File: src/rtl/des_block_fifo.sv
// Input block FIFO in front of the DES pipeline, with a registered lookahead head output.
// Define DES_FIFO_LEVEL_EN to add the level and overflow_seen status outputs.
module des_block_fifo #(
  parameter int WIDTH = 64,
  parameter int DEPTH = 4,
  parameter int AW    = 2
) (
  input  logic             clk,
  input  logic             res,
  input  logic [0:WIDTH-1] in_data,
  input  logic             in_valid,
  output logic             in_ready,
  output logic [0:WIDTH-1] out_data,
  output logic             out_valid,
  input  logic             out_ready
`ifdef DES_FIFO_LEVEL_EN
  ,
  output logic [AW:0]      level,
  output logic             overflow_seen
`endif
);

  localparam logic [AW:0] CNT_FULL = (AW+1)'(DEPTH);

  logic [0:WIDTH-1] mem_q [DEPTH];
  logic [0:WIDTH-1] mem_d [DEPTH];
  logic [AW-1:0]    wr_ptr_q, wr_ptr_d;
  logic [AW-1:0]    rd_ptr_q, rd_ptr_d;
  logic [AW:0]      count_q, count_d;
  logic [0:WIDTH-1] out_data_q, out_data_d;
  logic             out_valid_q, out_valid_d;
  logic             push, pop;

  // in_ready depends only on registered count, never on out_ready.
  assign in_ready  = res & (count_q != CNT_FULL);
  assign push      = in_valid & in_ready;
  assign pop       = res & out_valid_q & out_ready;
  assign out_data  = out_data_q;
  assign out_valid = out_valid_q;

  always_comb begin
    mem_d      = mem_q;
    wr_ptr_d   = wr_ptr_q;
    rd_ptr_d   = rd_ptr_q;
    count_d    = count_q;
    out_data_d = out_data_q;

    if (push) begin
      mem_d[wr_ptr_q] = in_data;
      wr_ptr_d        = wr_ptr_q + 1'b1;
    end
    if (pop) begin
      rd_ptr_d = rd_ptr_q + 1'b1;
    end

    case ({push, pop})
      2'b10:   count_d = count_q + 1'b1;
      2'b01:   count_d = count_q - 1'b1;
      default: count_d = count_q;
    endcase

    // Reading the post-write array makes a same-cycle push into an empty
    // (or just-emptied) buffer appear on the next cycle without a bubble.
    out_valid_d = (count_d != '0);
    if (out_valid_d) begin
      out_data_d = mem_d[rd_ptr_d];
    end
  end

  always_ff @(posedge clk) begin
    if (!res) begin
      wr_ptr_q    <= '0;
      rd_ptr_q    <= '0;
      count_q     <= '0;
      out_data_q  <= '0;
      out_valid_q <= 1'b0;
    end else begin
      wr_ptr_q    <= wr_ptr_d;
      rd_ptr_q    <= rd_ptr_d;
      count_q     <= count_d;
      out_data_q  <= out_data_d;
      out_valid_q <= out_valid_d;
    end
  end

  // Storage is deliberately left uncleared by reset.
  always_ff @(posedge clk) begin
    mem_q <= mem_d;
  end

`ifdef DES_FIFO_LEVEL_EN
  logic overflow_seen_q, overflow_seen_d;

  always_comb begin
    overflow_seen_d = overflow_seen_q | (in_valid & (count_q == CNT_FULL));
  end

  always_ff @(posedge clk) begin
    if (!res) begin
      overflow_seen_q <= 1'b0;
    end else begin
      overflow_seen_q <= overflow_seen_d;
    end
  end

  assign level         = count_q;
  assign overflow_seen = overflow_seen_q;
`endif

endmodule

File: config.mk
export PLATFORM = sky130hd
export DESIGN_NAME = des_block_fifo
export DESIGN_NICKNAME = d
export VERILOG_FILES = /design/src/rtl/des_block_fifo.sv
export SDC_FILE = /design/constraint.sdc
export NUM_CORES = 1
export LEC_CHECK = 0
export ABC_AREA = 1
export CAP_MARGIN = 40
export CORE_ASPECT_RATIO = 0.5
export CORE_UTILIZATION = 42
export DETAILED_ROUTE_END_ITERATION = 12
export GPL_TIMING_DRIVEN = 1
export PLACE_DENSITY_LB_ADDON = 0.1
export SLEW_MARGIN = 20
export SYNTH_ARGS = -nofsm -noshare
export SYNTH_HDL_FRONTEND = slang
export SYNTH_SLANG_ARGS = --single-unit
export TNS_END_PERCENT = 5
File: constraint.sdc
create_clock -name clk -period 8.41 [get_ports clk]
set_input_delay 1.682 -clock clk [delete_from_list [all_inputs] [get_ports clk]]
set_output_delay 1.682 -clock clk [all_outputs]
set_load 0.1 [all_outputs]
# Yosys cells after proc, flatten, opt, wreduce, memory -nomap -nowiden
# Index checks and enable logic that the tools add are counted.
[totals] inputBits=68 out_inout_bits=66 latch_bits=0 wordCells=36 rom_bits=0 ramBits=0 reg_bits=328 mem_count=0
[classes] div_mod_pow=0 mux=9 bitwise=6 n_reduce_logical=2 multipliers=0 n_eq_ne=3 shift=0 add_sub_neg=4 magnitude_cmp=3
[op_table] cell="bitwise mux 256 bit" count=1
[op_table] cell="2-to-1 mux 256 bit" count=1
[op_table] cell="2-to-1 mux 64 bit" count=3
[op_table] cell="binary-select mux 64 bit (select 2 bit)" count=1
[op_table] cell="demux 64 bit (select 2 bit)" count=1
[op_table] cell=">= comparator 3 bit, second input constant" count=2
[op_table] cell="inverter 2 -> 3 bit" count=2
[op_table] cell="case mux 3 bit (2 select lines)" count=1
[op_table] cell="adder 2 x 1 -> 2 bit, second input constant" count=2
[op_table] cell="bitwise AND 1 bit" count=4
[op_table] cell="adder 3 x 1 -> 3 bit, second input constant" count=1
[op_table] cell="less-than comparator 3 x 1 -> 1 bit, second input constant" count=1
[op_table] cell="!= test 3 bit, second input constant" count=1
[op_table] cell="nonzero test 3 bit" count=1
[op_table] cell="subtractor 3 x 1 -> 3 bit, second input constant" count=1
[op_table] cell="== test 2 x 1 -> 1 bit, second input constant" count=1
[op_table] cell="== test 2 bit, second input constant" count=1
[op_table] cell="2-to-1 mux 2 bit" count=1
[op_table] cell="logical AND 1 bit" count=1

# Logic depth before layout (Yosys ltp)
# Gate-level depths: netlist (run 1).
[logic_depth] depth_word=10 ltp_mapped=20 ltp_nobuf=15

# Worst setup path before layout (run 1)
# No wires, ideal clock.
[synth_timing] path_kind="input to output" start="input res" end="output in_ready" t_required_ns=6.728 path_buffers=2 stages=4 t_arrival_ns=3.038 setup_slack_ns=3.690 cell_sequence="buf_2 inv_2 a21oi_2 clkbuf_1"
[synth_between] elab_chain_len=1
[synth_rtl] element="start, declared" line_no="9" text="input logic res,"
[synth_rtl] element="bitwise AND 1 bit" line_no="35" text="assign in_ready = res & (count_q != CNT_FULL);"
[synth_rtl] element="end, declared" line_no="12" text="output logic in_ready,"
# No other way between the ends.

# Worst setup path after layout (run 1)
[layout_timing] start="input in_valid" end="register out_data_q, in the netlist out_data[57]"
[layout_between] elab_chain_len=5 word_cells_on_any_way=9 cone_classes="2 x eq/ne; 5 x mux; 1 x bitwise; 1 x reduce/logical"
[layout_rtl] element="start, declared" line_no="11" text="input logic in_valid,"
[layout_rtl] element="bitwise AND 1 bit *" line_no="36" text="assign push = in_valid & in_ready;"
[layout_rtl] element="2-to-1 mux 256 bit" line_no="48" text="if (push) begin"
[layout_rtl] element="binary-select mux 64 bit (select 2 bit)" line_no="66" text="out_data_d = mem_d[rd_ptr_d];"
[layout_rtl] element="2-to-1 mux 64 bit (not written as such) (2 in a row)" line_no="66"
[layout_rtl] element="end signal, assigned" line_no="81" text="out_data_q <= out_data_d;"
[layout_rtl] element="end, declared" line_no="30" text="logic [0:WIDTH-1] out_data_q, out_data_d;"
# Every way passes the cells marked *; elsewhere a longest branch is shown, timed or not. The select of a mux whose other input is x is not followed.
# A chain may end at the register's enable or synchronous reset.

==> flow_summary_export.csv, run 1 <==
group,metric,value,unit
route,wl,50830,um
critical_path,crit_buf_inv,4,
critical_path,worstPathArrival,5.43,ns
clock_tree,insertion_delay,0.52,ns
worst_hold_path,hp-class,"flop to flop",
synth,synth_area_leaders,"dfxtp_1 (38%), nand2_1 (22%), nand3_1 (17%)",
clock_tree,cts.sinks,328,
synth,ys_ff_latch,328,
die,die_h,145.8,um
layout,fin_cells,3448,
sta,hold_viol,0,
route,drtIter0Drc,1351,
sta,slew_viol_final,0,
critical_path,startpoint_type,"input pin",
synth,syn-cell-area,17360,um^2
route,drt_pass1_iterations,6,
synth,synth_area_per_cell,6.158,um^2
global_route,grt_pass1_wl,83340,um
critical_path,cp_slowest_stage_delay,0.60,ns
placed_design,place.gp.congestion,0.7497,
layout,layout-drive-gt1-share,5.743,%
layout,areaGrowthSynthToFinish,21.31,%
critical_path,crit_type,"input pin to flop",
outcome,status,"completed",
sta,max_freq,0.1997,GHz
critical_path,cp.depth,13,
worst_hold_path,min_path_cells,2,
synth,ys_types,25,
critical_path,crit_chain,"buf_6 > nand3_4 > ha_1 > fa_1 > nand2_1 > nand3_1 > xnor2_1 > inv_1 > nand2_4 > buf_4 > nand3_1 > nand2_1 > inv_1",
route,post_drt_wl_per_cell,14.74,um
route,via_per_inst,5.111,
synth,yosysWarnings,0,
worst_hold_path,worstHoldStart,"mem_q[151]",
die,row_count,52,
placed_design,port_buffers,133,
clock_tree,cts_buffer_depth,3,
sta,rsz0062_at_grt,"false",
pwr,p_leak,10.42,nW
global_route,overflow,0,
route,vias,17620,
layout,antenna_cells,0,
critical_path,r2r_slack,4.25,ns
placed_design,placed_cells,3387,
critical_path,timing.rr.start,"count_q[0]",
clock_tree,cts_buffers,34,
die,start_util,42.77,%
clock_tree,cts.clk_slew.worst_paths,0.06,ns
synth,synth_fp_nets,2894,
global_route,antenna_found_initial,0,
pwr,ir_worst_vdd,215.3,uV
flow_run,drv_cap,0,
critical_path,end_kind,"flop",
sta,worstMarginPinSlew,0.8471,ns
sta,setup_viol,0,
layout,final_nets,2960,
clock_tree,root_buffer,"clkbuf_16",
die,dieWidth,289.6,um
route,drc_errors,0,
synth,synthCells,2820,
global_route,grt_usage,23.97,%
die,dieArea,42210,um^2
synth,ys_seq_area_share,37.82,%
route,ant_nets,0,
sta,max_slew_margin,43.53,%
critical_path,reg2reg_depth,14,
critical_path,path_max_fanout,62,
synth,synth_top_cell_by_area,"dfxtp_1",
sta,setup_tns,0,ns
die,io_pins,134,
sta,finalClockSkew,0.008287,ns
global_route,grt_max_degree,87,
die,coreArea,40600,um^2
placed_design,hpwl,28940,um
sta,min_period,5.007,ns
clock_tree,htreeDepth,2,
sta,finalCritPeriodShare,59.54,%
pwr,powerDensity,297.0,nW/um^2
clock_tree,cts_setup_buffers,0,
synth,synthDominantCellAreaShare,37.82,%
clock_tree,hold_buffers,0,
clock_tree,cts_tree,"done",
clock_tree,cts-resized-gates,0,
critical_path,critPathRequiredTime,8.83,ns
critical_path,path_delay_family,"simple AND/OR/NAND/NOR gates",
critical_path,crit_start,"in_valid",
global_route,grt_pass1_vias,16120,
critical_path,cp_slowest_cell,"nand2_4",
-- cells in the mapped netlist, drive strengths merged --
cell type  instances
a21oi              3
buf              141
dfxtp            328
nand2           1032
clkbuf            61
nand3            579
inv              271
ha                 5
nor2             135
fa                 1
nand4             64
o21ai            194
xor2               1
or2                1
o21a               1
xnor2              3
-- registers in the layout, indices dropped and copies added, names as in the netlist --
| name | count |
|---|---|
| mem_q | 256 |
| wr_ptr_q | 2 |
| count_q | 3 |
| out_valid | 1 |
| rd_ptr_q | 2 |
| out_data | 64 |
-- layout make-up --
type	instances	area [um^2]
Fill cell	4019	19530
Clock inverter	7	85.08
Sequential cell	328	6566
Clock buffer	51	1018
Timing Repair Buffer	232	2769
Inverter	271	1023
Multi-Input combinational cell	2019	8927
Tap cell	540	675.6
-- through the flow --
stage / hold WS [ns] / total power, mW / instance area (um^2) / utilization, % / setup slack (ns)
2_1_floorplan: 0.4451 / 3.919 / 17360 / - / 3.690
3_3_place_gp: 0.4560 / 4.393 / 18700 / 46.06 / 2.883
3_5_place_dp: 0.4589 / 4.744 / 19890 / 48.98 / 2.885
4_1_cts: 0.4757 / 6.299 / 20990 / 51.70 / 3.422
5_1_grt: 0.4825 / 6.653 / 21070 / 51.89 / 3.162
6_report: 0.4726 / 6.257 / 21070 / 51.89 / 3.403
-- metal layers --
metal / global-route usage (%) / wire length (um)
met1: 33.46 / 24720
met2: 39.45 / 23040
met3: 3.103 / 2360
met4: 4.974 / 713
met5: 0 / 0
-- report_power, final --
group	total, mW	leakage [nW]	switching, mW	internal (mW)
registers	2.15	2.72	0.194	1.96
logic	2.56	7.15	1.65	0.914
clock network	1.55	0.544	0.649	0.898
-- cells by family after synthesis --
logic type	count (synthesis)	synth area share, %
compound gates	198	5.743
xor+xnor	4	0.3099
fa+ha+maj	6	0.4756
buf+inv	473	11.31
flops	328	37.82
simple gates	1811	44.34
-- cells in the final DEF, fill, tap and decap left out, types with 4 or more instances in the layout --
| cell | count |
|---|---|
| clkdlybuf4s50_1 | 131 |
| buf_4 | 24 |
| buf_8 | 63 |
| nand2_1 | 1028 |
| clkbuf_1 | 10 |
| nand4_1 | 64 |
| nand3_1 | 577 |
| nor2_1 | 135 |
| inv_1 | 266 |
| buf_16 | 10 |
| clkbuf_8 | 4 |
| dfxtp_1 | 328 |
| clkinv_2 | 6 |
| clkbuf_16 | 37 |
| o21ai_0 | 194 |
-- worst paths after layout --
path,to
max,out_data[57]
min,mem_q[151]
max reg2reg,out_data[57]
min reg2reg,mem_q[151]
-- worst register-to-register path: cells and delay by family (launching register included) --
family        cells  cell delay [ns]
flops             1             0.41
fa+ha+maj         2             0.90
buf+inv           3             0.74
xor+xnor          1             0.14
simple gates      8             1.89
No activity file was read; power rests on OpenSTA's default activity.
==> inputs of run 2 (changes only) <==
==> constraint.sdc (replaced) <==
create_clock -name clk -period 4.15 [get_ports clk]
set_input_delay 0.83 -clock clk [delete_from_list [all_inputs] [get_ports clk]]
set_output_delay 0.83 -clock clk [all_outputs]
set_load 0.1 [all_outputs]
==> run 2 against run 1 <==
  * Total power is 100% higher
  * Worst setup slack lost 2.4 ns
  * Count of clock-buffer cells in the layout is 4 lower
  * Register-to-register slack got worse by 3.0 ns
  * Critical path type unchanged
==> flow_summary_export.csv, run 2 (synthesis gave the netlist of run 1 again) <==
group,metric,value,unit
clock_tree,cts.sinks,328,
layout,antenna_cells,0,
die,dieArea,42210,um^2
route,ant_nets,0,
route,drc_errors,0,
global_route,grt_usage,24.09,%
sta,max_slew_margin,35.12,%
global_route,overflow,0,
layout,largest_reg_flops,256,
critical_path,crit_end,"out_data[49]",
pwr,power.total,12.69,mW
die,io_pins,134,
clock_tree,cts.clk_slew.worst_paths,0.06,ns
placed_design,hpwl,28230,um
route,post_drt_wl_per_cell,14.79,um
clock_tree,cts_setup_buffers,0,
critical_path,crit_type,"input pin to flop",
sta,max_freq,0.3201,GHz
global_route,grt_pass1_vias,16160,
sta,rsz0062_at_grt,"false",
critical_path,crit_start,"out_ready",
sta,min_period,3.124,ns
placed_design,port_buffers,133,
clock_tree,htreeDepth,2,
pwr,seqPwrFrac,34.5,%
clock_tree,hold_buffers,0,
sta,finalCritPeriodShare,75.28,%
clock_tree,cts-resized-gates,0,
die,die_h,145.8,um
route,vias,17490,
global_route,grt_pass1_wl,83630,um
die,coreArea,40600,um^2
clock_tree,cts_tree,"done",
route,via_per_inst,5.079,
global_route,grt_max_degree,192,
layout,areaGrowthSynthToFinish,21.42,%
worst_hold_path,hp-class,"flop to flop",
placed_design,place.gp.congestion,0.7402,
critical_path,end_kind,"flop",
critical_path,rr_endpoint,"out_data[49]",
critical_path,r2r_slack,1.23,ns
layout,fillers,4011,
pwr,p_int,7.675,mW
clock_tree,cts_buffer_depth,3,
critical_path,worstPathArrival,3.54,ns
pwr,p_comb_share,40.4,%
critical_path,startpoint_type,"input pin",
sta,setup_viol,0,
clock_tree,cts_buffers,34,
pwr,p_clk_share,25.1,%
layout,final_nets,2958,
sta,worstMarginPinSlew,0.9732,ns
layout,final_cell_mix,"nand2_1 (1028), nand3_1 (577), dfxtp_1 (328)",
layout,layout_commonest_cell,"nand2_1",
die,start_util,42.77,%
clock_tree,root_buffer,"clkbuf_16",
critical_path,critPathRequiredTime,4.57,ns
outcome,status,"completed",
pwr,sw_frac_of_total,39.50,%
critical_path,path_max_fanout,69,
pwr,p_sw,5.011,mW
critical_path,reg2reg_depth,14,
pwr,p_leak,10.42,nW
die,dieWidth,289.6,um
route,drtIter0Drc,1318,
global_route,antenna_found_initial,0,
route,drt_pass1_iterations,5,
layout,largest-register,"mem_q",
pwr,ir_worst_vdd,375.1,uV
pwr,powerDensity,601.7,nW/um^2
clock_tree,insertion_delay,0.53,ns
flow_run,drv_cap,0,
sta,hold_viol,0,
sta,finalClockSkew,0.01519,ns
sta,setup_tns,0,ns
critical_path,timing.rr.start,"count_q[0]",
die,row_count,52,
route,wl,50930,um
sta,slew_viol_final,0,
layout,layout-drive-gt1-share,5.716,%
==> run 2: area by class of cell <==
class	instances	area (um^2)	area share (%)
Clock buffer	47	960.9	4.558
Clock inverter	9	152.6	0.7240
Inverter	271	1020	4.837
Multi-Input combinational cell	2019	8927	42.34
Sequential cell	328	6566	31.14
Tap cell	540	675.6	3.205
Timing Repair Buffer	230	2781	13.19
==> run 2: per-layer routing <==
layer	track usage, %	vias to the layer above	share of wire [%]
met5	0	-	0
met4	4.529	0	1.0
met3	3.197	48	4.5
met2	39.75	334	46
met1	33.67	8003	49
li1	-	9108	-
==> run 2: metrics by stage <==
step / hold slack (ns) / cells / area [um^2] / util [%] / setup slack, ns
final: 0.4737 / 3444 / 21080 / 51.93 / 1.026
after global routing: 0.4879 / 3444 / 21080 / 51.93 / 0.8105
after CTS: 0.4745 / 3441 / 21020 / 51.77 / 1.048
after detailed placement: 0.4593 / 3385 / 19900 / 49.02 / 0.5178
after global placement: 0.4564 / 3318 / 18880 / 46.50 / 0.5700
after floorplan: 0.4451 / 2820 / 17360 / - / 0.9091
==> run 2: how the worst min path moves through the flow <==
stage | depth (start not counted) | slack (ns) | end | from
after floorplan | 2 | 0.45 | mem_q[128] | mem_q[128]
after global placement | 2 | 0.46 | mem_q[157] | mem_q[157]
after detailed placement | 2 | 0.46 | mem_q[222] | mem_q[222]
after CTS | 2 | 0.47 | mem_q[125] | mem_q[125]
after global routing | 2 | 0.49 | mem_q[160] | mem_q[160]
final | 2 | 0.47 | mem_q[125] | mem_q[125]
==> run 2: worst max-delay path, cell delays in order <==
cell and delay (ns):
clkdlybuf4s50_1 0.46, nand3_2 0.11, inv_2 0.06, ha_1 0.24, fa_1 0.39, nand2_1 0.07, nand3_1 0.09, xnor2_1 0.14
inv_1 0.09, nand2_4 0.06, buf_4 0.59, nand3_1 0.16, nand2_1 0.10, inv_1 0.04
==> run 2: power groups by stage <==
| stage | clock, mW | combinational [mW] | sequential [mW] |
|---|---|---|---|
| 6_report | 3.18 | 5.13 | 4.37 |
| 4_1_cts | 3.26 | 5.15 | 4.37 |
| 5_1_grt | 3.38 | 5.65 | 4.47 |
| 3_3_place_gp | 0 | 4.47 | 4.44 |
| 2_1_floorplan | 0 | 2.26 | 5.68 |
| 3_5_place_dp | 0 | 5.13 | 4.43 |
==> inputs of run 3 (changes only) <==
==> constraint.sdc (replaced) <==
create_clock -name clk -period 2.8 [get_ports clk]
set_input_delay 0.56 -clock clk [delete_from_list [all_inputs] [get_ports clk]]
set_output_delay 0.56 -clock clk [all_outputs]
set_load 0.1 [all_outputs]
==> run 3 against run 2 <==
  * Die area unchanged
  * Design area fell by 1.6%
  * Flip-flop and latch count did not move
  * First-iteration DRC count increased by 5.9%
  * Critical path depth decreased by 1
  * Register-to-register slack worse by 1.0 ns
  * Critical path type is now flop to flop
  * Wire length is 2.2% higher
  * Global-route usage rose by 0.60 points
  * Clock power increased by 49%
  * Sequential power up 48%
==> flow_summary_export.csv, run 3 (synthesis gave the netlist of run 1 again) <==
group,metric,value,unit
pwr,p_leak,10.50,nW
clock_tree,cts.sinks,328,
placed_design,place.gp.congestion,0.7525,
global_route,overflow,0,
sta,min_period,2.584,ns
clock_tree,cts_setup_buffers,0,
global_route,grt_pass1_wl,85740,um
route,wl_met1,25260,um
critical_path,end_kind,"flop",
sta,hold_viol,0,
sta,setup_viol,0,
critical_path,timing.rr.start,"count_q[0]",
clock_tree,cts_buffer_depth,3,
route,dr_wl_met3,2380,um
clock_tree,cts-resized-gates,0,
layout,layout_commonest_cell,"nand2_1",
clock_tree,insertion_delay,0.52,ns
die,dieArea,42210,um^2
flow_run,drv_cap,0,
pwr,powerDensity,879.9,nW/um^2
sta,max_freq,0.3869,GHz
route,drtIter0Drc,1396,
global_route,antenna_found_initial,1,
critical_path,crit_chain,"nor2_1 > nand2_2 > nand3_4 > ha_2 > fa_1 > o21a_1 > nor2_1 > nand2_4 > buf_12 > nor2_1 > nor2_1 > nand2_1 > inv_1",
placed_design,port_buffers,133,
sta,slew_viol_final,0,
layout,largest_reg_flops,256,
layout,layout-drive-gt1-share,9.088,%
layout,antenna_cells,0,
layout,fin_area,20750,um^2
die,coreArea,40600,um^2
critical_path,startpoint_type,"flop",
route,wl_met2,23690,um
pwr,power.total,18.26,mW
clock_tree,hold_buffers,0,
critical_path,worstPathArrival,3.00,ns
sta,worstMarginPinSlew,1.058,ns
critical_path,path_max_fanout,62,
worst_hold_path,worstHoldStart,"mem_q[38]",
die,start_util,42.77,%
clock_tree,root_buffer,"clkbuf_16",
route,vias,17730,
critical_path,cp_slowest_stage_delay,0.40,ns
route,post_drt_wl_per_cell,14.97,um
clock_tree,cts_tree,"done",
critical_path,crit_type,"flop to flop",
clock_tree,cts_buffers,35,
layout,final_cell_mix,"nand2_1 (1028), nand3_1 (577), dfxtp_1 (328)",
worst_hold_path,hp-class,"flop to flop",
sta,finalCritPeriodShare,92.30,%
global_route,grt_usage,24.69,%
die,die_h,145.8,um
clock_tree,htreeDepth,2,
sta,setup_tns,0,ns
layout,fillers,4071,
layout,largest-register,"mem_q",
route,top_layer,"met5",
layout,areaGrowthSynthToFinish,19.48,%
global_route,grt_max_degree,193,
placed_design,hpwl,30070,um
route,via_per_inst,5.098,
die,row_count,52,
route,drt_pass1_iterations,5,
sta,finalClockSkew,0.01823,ns
die,io_pins,134,
clock_tree,cts.clk_slew.worst_paths,0.06,ns
sta,rsz0062_at_grt,"false",
sta,max_slew_margin,29.47,%
critical_path,cp_slowest_cell,"fa_1",
global_route,grt_pass1_vias,16680,
route,drc_errors,0,
route,ant_nets,0,
critical_path,crit_top_cell,"nor2_1",
pwr,ir_worst_vdd,564.1,uV
layout,final_nets,2990,
die,dieWidth,289.6,um
critical_path,critPathRequiredTime,3.22,ns
outcome,status,"completed",
route,wl,52050,um
placed_design,placed_area,19600,um^2
critical_path,crit_start,"count_q[0]",
==> run 3: stage by stage <==
| step | std cells | worst slack (ns) | util (%) | hold WS, ns |
|---|---|---|---|---|
| 3_3_place_gp | 3417 | -0.1510 | 48.18 | 0.4558 |
| 3_5_place_dp | 3419 | -0.1706 | 48.28 | 0.4605 |
| 4_1_cts | 3478 | 0.2105 | 51.10 | 0.4754 |
| 2_1_floorplan | 2820 | 0.01067 | - | 0.4451 |
| 5_1_grt | 3478 | 0.008566 | 51.10 | 0.4900 |
| 6_report | 3478 | 0.2157 | 51.10 | 0.4735 |
==> run 3: worst max-delay path: cells and delay by family, from the launching register on <==
kind,cells,cell delay [ns]
adder cells (fa/ha/maj),2,0.59
flip-flops,1,0.36
buffers and inverters,2,0.21
AND/OR/NAND/NOR,8,1.04
AO/OA/AOI/OAI,1,0.19
==> run 3: power by group <==
group	internal [mW]	switching (mW)	total [mW]
logic	2.23	4.82	7.04
registers	5.88	0.608	6.48
clock network	2.77	1.96	4.73
==> run 3: layer usage <==
| metal | GRT usage [%] | vias up |
|---|---|---|
| met5 | 0 | - |
| met3 | 3.448 | 59 |
| met4 | 4.738 | 2 |
| li1 | - | 9185 |
| met2 | 40.61 | 340 |
| met1 | 34.46 | 8144 |
==> run 3: worst paths after layout <==
path	endpoint	slack (ns)	depth (start not counted)
max	out_data[38]	0.22	13
min	mem_q[38]	0.47	2
max reg2reg	out_data[38]	0.22	13
min reg2reg	mem_q[38]	0.47	2
==> run 3: cell type report <==
class,count,area (um^2),share of cell area [%]
repair buffers,261,2411,11.62
clock inverters,5,53.80,0.2593
flip-flops and latches,328,6566,31.65
well taps,540,675.6,3.257
inverters,271,1020,4.915
clock buffers,54,1090,5.253
multi-input cells,2019,8930,43.04
